**src/rtl/freq_pkg.sv**
```systemverilog
// Shared constants, octave-8 note table and FSM state type for note_freq_engine.
// The optional pitch-bend stage is enabled by defining FREQ_BEND_EN.
package freq_pkg;

  localparam int NOTE_W     = 4;
  localparam int OCT_W      = 3;
  localparam int BEND_W     = 8;
  localparam int BEND_SHIFT = 11;
  localparam int TAB_W      = 29;
  localparam int TAB_FRAC   = 16;

  // C8..B8 in Q13.16 Hz; lower octaves come from right shifts of these.
  localparam logic [TAB_W-1:0] NOTE_TABLE [12] = '{
    29'd274334289,  // C8   4186.009 Hz
    29'd290647054,  // C#8  4434.922 Hz
    29'd307929828,  // D8   4698.636 Hz
    29'd326240288,  // D#8  4978.032 Hz
    29'd345639545,  // E8   5274.041 Hz
    29'd366192342,  // F8   5587.652 Hz
    29'd387967272,  // F#8  5919.911 Hz
    29'd411037005,  // G8   6271.927 Hz
    29'd435478539,  // G#8  6644.875 Hz
    29'd461373440,  // A8   7040.000 Hz
    29'd488808132,  // A#8  7458.620 Hz
    29'd517874177   // B8   7902.133 Hz
  };

  typedef enum logic [2:0] {
    ST_IDLE  = 3'd0,
    ST_LOAD  = 3'd1,
    ST_SHIFT = 3'd2,
    ST_BEND  = 3'd3,
    ST_DONE  = 3'd4
  } state_t;

  // Out-of-range notes read as zero so the result is 0 Hz.
  function automatic logic [TAB_W-1:0] note_lookup(input logic [NOTE_W-1:0] note);
    if (note < 4'd12) return NOTE_TABLE[note];
    return '0;
  endfunction

endpackage

```
**src/rtl/rr_arbiter.sv**
```systemverilog
// Round-robin arbiter: picks the first pending channel after the last-served one.
// Purely combinational; the caller owns the last-served pointer.
module rr_arbiter
  import freq_pkg::*;
#(
  parameter int CHANNELS = 4,
  parameter int IDX_W    = 2
) (
  input  logic [CHANNELS-1:0] i_pending,
  input  logic [IDX_W-1:0]    i_last,
  output logic [CHANNELS-1:0] o_grant,
  output logic [IDX_W-1:0]    o_idx,
  output logic                o_valid
);

  int         w_c;
  logic [IDX_W-1:0] w_ci;

  always_comb begin
    o_grant = '0;
    o_idx   = '0;
    o_valid = 1'b0;
    w_c     = 0;
    w_ci    = '0;
    for (int i = 1; i <= CHANNELS; i++) begin
      w_c = int'(i_last) + i;
      if (w_c >= CHANNELS) w_c = w_c - CHANNELS;
      w_ci = IDX_W'(w_c);
      if (!o_valid && i_pending[w_ci]) begin
        o_valid       = 1'b1;
        o_idx         = w_ci;
        o_grant[w_ci] = 1'b1;
      end
    end
  end

endmodule

```
**src/rtl/note_freq_engine.sv**
```systemverilog
// Multi-channel note-to-frequency engine: round-robin service, one-bit-per-cycle
// octave shifter, per-channel result hold. Define FREQ_BEND_EN for the pitch-bend stage.
module note_freq_engine
  import freq_pkg::*;
#(
  parameter int CHANNELS  = 4,
  parameter int FRAC_BITS = 8
) (
  input  logic                                clk,
  input  logic                                reset,
  input  logic [CHANNELS-1:0]                 req_i,
  input  logic [NOTE_W*CHANNELS-1:0]          note_i,
  input  logic [OCT_W*CHANNELS-1:0]           octave_i,
`ifdef FREQ_BEND_EN
  input  logic [BEND_W*CHANNELS-1:0]          bend_i,
`endif
  output logic [(13+FRAC_BITS)*CHANNELS-1:0]  freq_o,
  output logic [CHANNELS-1:0]                 done_o,
  output logic [CHANNELS-1:0]                 err_o,
  output logic [CHANNELS-1:0]                 busy_o,
  output logic [2:0]                          dbg_state_o
);

  localparam int WIDTH  = 13 + FRAC_BITS;
  localparam int IDX_W  = (CHANNELS > 1) ? $clog2(CHANNELS) : 1;
  localparam int TAB_SH = TAB_FRAC - FRAC_BITS;

  // req_i is a fire-and-forget strobe with no ready: every request is accepted
  // into the channel slot, last write before grant wins; done_o marks the result.

  state_t                r_state, w_next;
  logic [CHANNELS-1:0]   r_pending;
  logic [NOTE_W-1:0]     r_note_slot [CHANNELS];
  logic [OCT_W-1:0]      r_oct_slot  [CHANNELS];
  logic [IDX_W-1:0]      r_last, r_gidx;
  logic [NOTE_W-1:0]     r_note;
  logic [OCT_W-1:0]      r_oct;
  logic [WIDTH-1:0]      r_acc;
  logic [3:0]            r_cnt;
  logic                  r_err;
  logic [WIDTH-1:0]      r_freq [CHANNELS];
  logic [CHANNELS-1:0]   r_done, r_err_o;

  logic [CHANNELS-1:0]   w_grant, w_clr;
  logic [IDX_W-1:0]      w_idx;
  logic                  w_valid;

  rr_arbiter #(.CHANNELS(CHANNELS), .IDX_W(IDX_W)) u_arb (
    .i_pending (r_pending),
    .i_last    (r_last),
    .o_grant   (w_grant),
    .o_idx     (w_idx),
    .o_valid   (w_valid)
  );

  assign w_clr = (r_state == ST_IDLE && w_valid) ? w_grant : '0;

`ifdef FREQ_BEND_EN
  localparam int PW = WIDTH + 1 + BEND_W;
  logic signed [BEND_W-1:0] r_bend_slot [CHANNELS];
  logic signed [BEND_W-1:0] r_bend;
  logic signed [WIDTH:0]    w_acc_s;
  logic signed [PW-1:0]     w_prod, w_sum;
  logic [WIDTH-1:0]         w_bend_acc;

  assign w_acc_s = $signed({1'b0, r_acc});
  assign w_prod  = PW'(w_acc_s) * PW'(r_bend);
  assign w_sum   = PW'(w_acc_s) + (w_prod >>> BEND_SHIFT);

  always_comb begin
    w_bend_acc = w_sum[WIDTH-1:0];
    if (w_sum[PW-1])             w_bend_acc = '0;
    else if (|w_sum[PW-2:WIDTH]) w_bend_acc = '1;
  end

  always_ff @(posedge clk or negedge reset) begin
    if (!reset) begin
      for (int c = 0; c < CHANNELS; c++) r_bend_slot[c] <= '0;
      r_bend <= '0;
    end else begin
      for (int c = 0; c < CHANNELS; c++)
        if (req_i[c]) r_bend_slot[c] <= bend_i[c*BEND_W +: BEND_W];
      if (r_state == ST_IDLE && w_valid) r_bend <= r_bend_slot[w_idx];
    end
  end
`endif

  always_ff @(posedge clk or negedge reset) begin
    if (!reset) r_state <= ST_IDLE;
    else        r_state <= w_next;
  end

  always_comb begin
    w_next = r_state;
    case (r_state)
      ST_IDLE:  if (w_valid) w_next = ST_LOAD;
      ST_LOAD:  w_next = ST_SHIFT;
      ST_SHIFT: if (r_cnt == 4'd1) begin
`ifdef FREQ_BEND_EN
        w_next = ST_BEND;
`else
        w_next = ST_DONE;
`endif
      end
      ST_BEND:  w_next = ST_DONE;
      ST_DONE:  w_next = ST_IDLE;
      default:  w_next = ST_IDLE;
    endcase
  end

  always_ff @(posedge clk or negedge reset) begin
    if (!reset) begin
      r_pending <= '0;
      r_last    <= IDX_W'(CHANNELS - 1);
      r_gidx    <= '0;
      r_note    <= '0;
      r_oct     <= '0;
      r_acc     <= '0;
      r_cnt     <= '0;
      r_err     <= 1'b0;
      r_done    <= '0;
      r_err_o   <= '0;
      for (int c = 0; c < CHANNELS; c++) begin
        r_note_slot[c] <= '0;
        r_oct_slot[c]  <= '0;
        r_freq[c]      <= '0;
      end
    end else begin
      r_done    <= '0;
      r_err_o   <= '0;
      // A request in the grant cycle re-arms pending after the clear.
      r_pending <= (r_pending & ~w_clr) | req_i;
      for (int c = 0; c < CHANNELS; c++) begin
        if (req_i[c]) begin
          r_note_slot[c] <= note_i[c*NOTE_W +: NOTE_W];
          r_oct_slot[c]  <= octave_i[c*OCT_W +: OCT_W];
        end
      end
      case (r_state)
        ST_IDLE: begin
          if (w_valid) begin
            r_gidx <= w_idx;
            r_last <= w_idx;
            r_note <= r_note_slot[w_idx];
            r_oct  <= r_oct_slot[w_idx];
          end
        end
        ST_LOAD: begin
          r_acc <= WIDTH'(note_lookup(r_note) >> TAB_SH);
          r_err <= (r_note > 4'd11);
          r_cnt <= 4'd8 - {1'b0, r_oct};
        end
        ST_SHIFT: begin
          r_acc <= r_acc >> 1;
          r_cnt <= r_cnt - 4'd1;
        end
`ifdef FREQ_BEND_EN
        ST_BEND: r_acc <= w_bend_acc;
`endif
        ST_DONE: begin
          r_freq[r_gidx]  <= r_acc;
          r_done[r_gidx]  <= 1'b1;
          r_err_o[r_gidx] <= r_err;
        end
        default: ;
      endcase
    end
  end

  for (genvar g = 0; g < CHANNELS; g++) begin : g_out
    assign freq_o[g*WIDTH +: WIDTH] = r_freq[g];
    assign busy_o[g] = r_pending[g] | ((r_state != ST_IDLE) && (r_gidx == IDX_W'(g)));
  end

  assign done_o      = r_done;
  assign err_o       = r_err_o;
  assign dbg_state_o = r_state;

endmodule

```
**config.mk**
```make
export PLATFORM = sky130hd
export DESIGN_NAME = note_freq_engine
export DESIGN_NICKNAME = d
export VERILOG_FILES = /design/src/rtl/freq_pkg.sv /design/src/rtl/rr_arbiter.sv /design/src/rtl/note_freq_engine.sv
export SDC_FILE = /design/constraint.sdc
export NUM_CORES = 1
export LEC_CHECK = 0
export BUFFER_PORTS_ARGS = -buffer_cell sky130_fd_sc_hd__buf_2
export CORE_MARGIN = 1
export CORE_UTILIZATION = 29
export DETAILED_ROUTE_END_ITERATION = 10
export GPL_TIMING_DRIVEN = 0
export PLACE_DENSITY = 0.51
export SETUP_SLACK_MARGIN = 0.4
export SKIP_LAST_GASP = 1
export SYNTH_ARGS = -nofsm -noshare
export SYNTH_HDL_FRONTEND = slang
export SYNTH_HIERARCHICAL = 1
export SYNTH_SLANG_ARGS = --single-unit
```
**constraint.sdc**
```tcl
create_clock -name clk -period 4.05 [get_ports clk]
set_input_delay 0.2025 -clock clk [delete_from_list [all_inputs] [get_ports clk]]
set_output_delay 0.2025 -clock clk [all_outputs]
set_load 0.01 [all_outputs]
```
==> metrics.yaml <==
outcome: "finished clean"
antenna_found_initial: 0
syn_inst: 594
cts_resized: 0
cp.required_ns: 4.34
synth-compound-area-share_pct: 10.9
postLayoutCoreUtil_pct: 37.2
routabilityCongestion: 0.841
drive_gt1_share_pct: 40.1
start_util_pct: 29.8
area_growth_pct: 25.1
finClkSkew_ns: 0.0112
yosysWarnings: 6
synth_seq_cells: 164
critical_path_class: "reg2reg"
setup_violations: 0
critPathArrivalTime_ns: 3.52
die_w_um: 163
totalWireLength_um: 18800
synth_top_family_by_area: "multiplexers"
fmax_mhz: 310
synth.distinct_cells: 66
synth_xor_area_share_pct: 0.232
highest_layer: "met4"
route.vias.total: 5230
max-cap-violations: 0
clockBufferDepth: 2
portBuffers: 128
met2_length_um: 8570
pre_cts_slack_ns: 0.759
ir_drop_mv: 0.298
p_per_area_nw_per_um2: 796
grt_usage_pct: 14.8
detail_route.vias_per_cell: 4.72
multi_input_area_um2: 3140
syn-num-nets: 647
cts-buffers-inserted: 17
cts_hold_buf: 23
diodes: 0
synth_enable_flop_cells: 0
avgSynthCellArea_um2: 12.7
firstDrtPassIters: 5
layout.nets: 818
path_max_fanout: 10
synthSimpleGateAreaFrac_pct: 6.67
n_fill_cell: 2489
p_leak_nw: 4.66
dr_wl_met3_um: 771
grt_setup_unrepaired: "no"
post_cts_buffers: 0
insertion_delay_ns: 0.43
ios: 133
clock_sinks: 164
syn_area_um2: 7540
ys_seq_area_share_pct: 54.5
regArea_um2: 4110
wl_per_cell_um: 17.0
postRouteAntennaNets: 0
hold_path_class: "in2reg"
setup_tns_ns: 0
layoutNonFillerInstCount: 1108
yosysTopAreaCellShare_pct: 53.8
worstMarginPinSlew_ns: 0.860
clk_pin_slew_ns: 0.07
wl_met1_um: 9190
synthArstFlopShare_pct: 100
relSlewSlack_pct: 42.1
first_global_vias: 5153
fin_crit_sh_pct: 79.6
finalHoldViolations: 0
grt_pass1_wl_um: 30100
drt_iter0_markers: 269
post-route-min-period_ns: 3.23
drc_errors: 0
setup_ws_ns: 0.825
synth.mux.area_fraction_pct: 20.7
grt_max_degree: 87
overflow: 0
synth.area.top_cells: "dfrtp_1, mux2_2, mux2_4, ha_1, nand2_1"
htree_levels: 4
dpl.cell_count: 1053
coreArea_um2: 25300
end_kind: "flop"
synthAdderAreaFrac_pct: 3.15
holdWs_ns: 0.0254
die_h_um: 163
post-dp-hpwl_um: 13200
synth_ff_type: "dfrtp_1"
slew_violations: 0
cts_root_buf: "clkbuf_16"
rows: 58
crit_path_start_kind: "flop"
cts_tree: "yes"
fp.dieArea_um2: 26600
synth_area_leader_cell: "dfrtp_1"
synth_stat cells (6+ instances only):
master and count:
ha_1 19, o22ai_1 6, nand2_1 56, mux4_2 8, mux2_2 89, a22o_1 6
a22oi_1 11, o21ai_0 27, a21oi_1 16, nor2_1 17, buf_2 12, dfrtp_1 162
clkbuf_1 13, mux2_4 18, a221o_1 6, inv_1 23
placed cells by master (no fill, tap or decap), drive strengths merged, types with 4 or more instances in the layout:
cell,instances
nand2,57
clkinv,6
o21ai,32
nand2b,5
dlygate4sd3,23
a21o,4
a211oi,4
mux4,8
a22o,6
nor3,5
a221oi,4
buf,151
mux2i,4
a22oi,11
ha,19
nor2,19
clkbuf,30
inv,30
o22ai,7
nor2b,4
nand3,4
a21oi,18
a221o,6
mux2,112
dfrtp,162
registers in the layout (all words and copies together) (netlist names), 4 cells and up:
name	count
r_note_slot	16
r_cnt	4
r_acc	21
done_o	4
r_note	4
freq_o	84
r_pending	4
err_o	4
r_oct_slot	12
worst max-delay path, stage by stage (launching register included):
cell      delay (ns)
dfstp_2         0.65
buf_4           0.21
inv_2           0.09
nor4_1          0.27
a21oi_1         0.10
o22ai_2         0.30
o31a_1          0.20
clkbuf_1        0.52
mux4_2          0.58
nand2_1         0.08
o21ai_0         0.07
power by group:
part | switching [mW] | internal, mW | total (mW)
Sequential | 0.550 | 2.22 | 2.77
Combinational | 1.69 | 1.46 | 3.15
Clock | 0.724 | 0.862 | 1.59
Total | 2.97 | 4.54 | 7.51
metrics by stage:
step | total power [mW] | instance area, µm²
after floorplan | 4.85 | 7540
after global placement | 5.95 | 8590
after detailed placement | 5.97 | 8630
after CTS | 7.61 | 9430
after global routing | 8.08 | 9430
final | 7.51 | 9430
final timing paths:
path / slack [ns] / start / cells past startpoint / endpoint
worst max-delay path: 0.82 / r_last[0] / 10 / r_note[3]
worst min-delay path: 0.03 / octave_i[2] / 2 / r_oct_slot[11]
worst max register to register: 0.82 / r_last[0] / 10 / r_note[3]
worst min register to register: 0.49 / freq_o[41] / 1 / freq_o[41]
max in group asynchronous: 2.86 / reset / 3 / r_last[0]
min in group asynchronous: 0.34 / reset / 2 / done_o[1]
kinds of logic (layout without fill, tap and decap cells):
group | after synthesis | in the layout
buffers and inverters | 60 | 244
AOI/OAI and AO/OA | 116 | 116
adders and majority gates | 19 | 19
DFF | 164 | 164
muxes | 124 | 124
xor gates and xnor gates | 2 | 2
and+or+nand+nor | 109 | 109
layout make-up:
cell class              count  area share [%]
well taps                 330            4.38
clock buffers              17            4.51
flip-flops and latches    164            43.6
inverters                  25           0.995
clock inverters            15            1.55
multi-input cells         370            33.3
plain buffers              35            2.03
repair buffers            152            9.63
layer usage:
layer | vias to the layer above | GRT usage [%]
li1 | 2479 | -
met1 | 2609 | 20.7
met4 | 0 | 5.18
met3 | 19 | 3.05
met2 | 123 | 22.5
met5 | - | 0
Power figures use the tool's default switching activity.
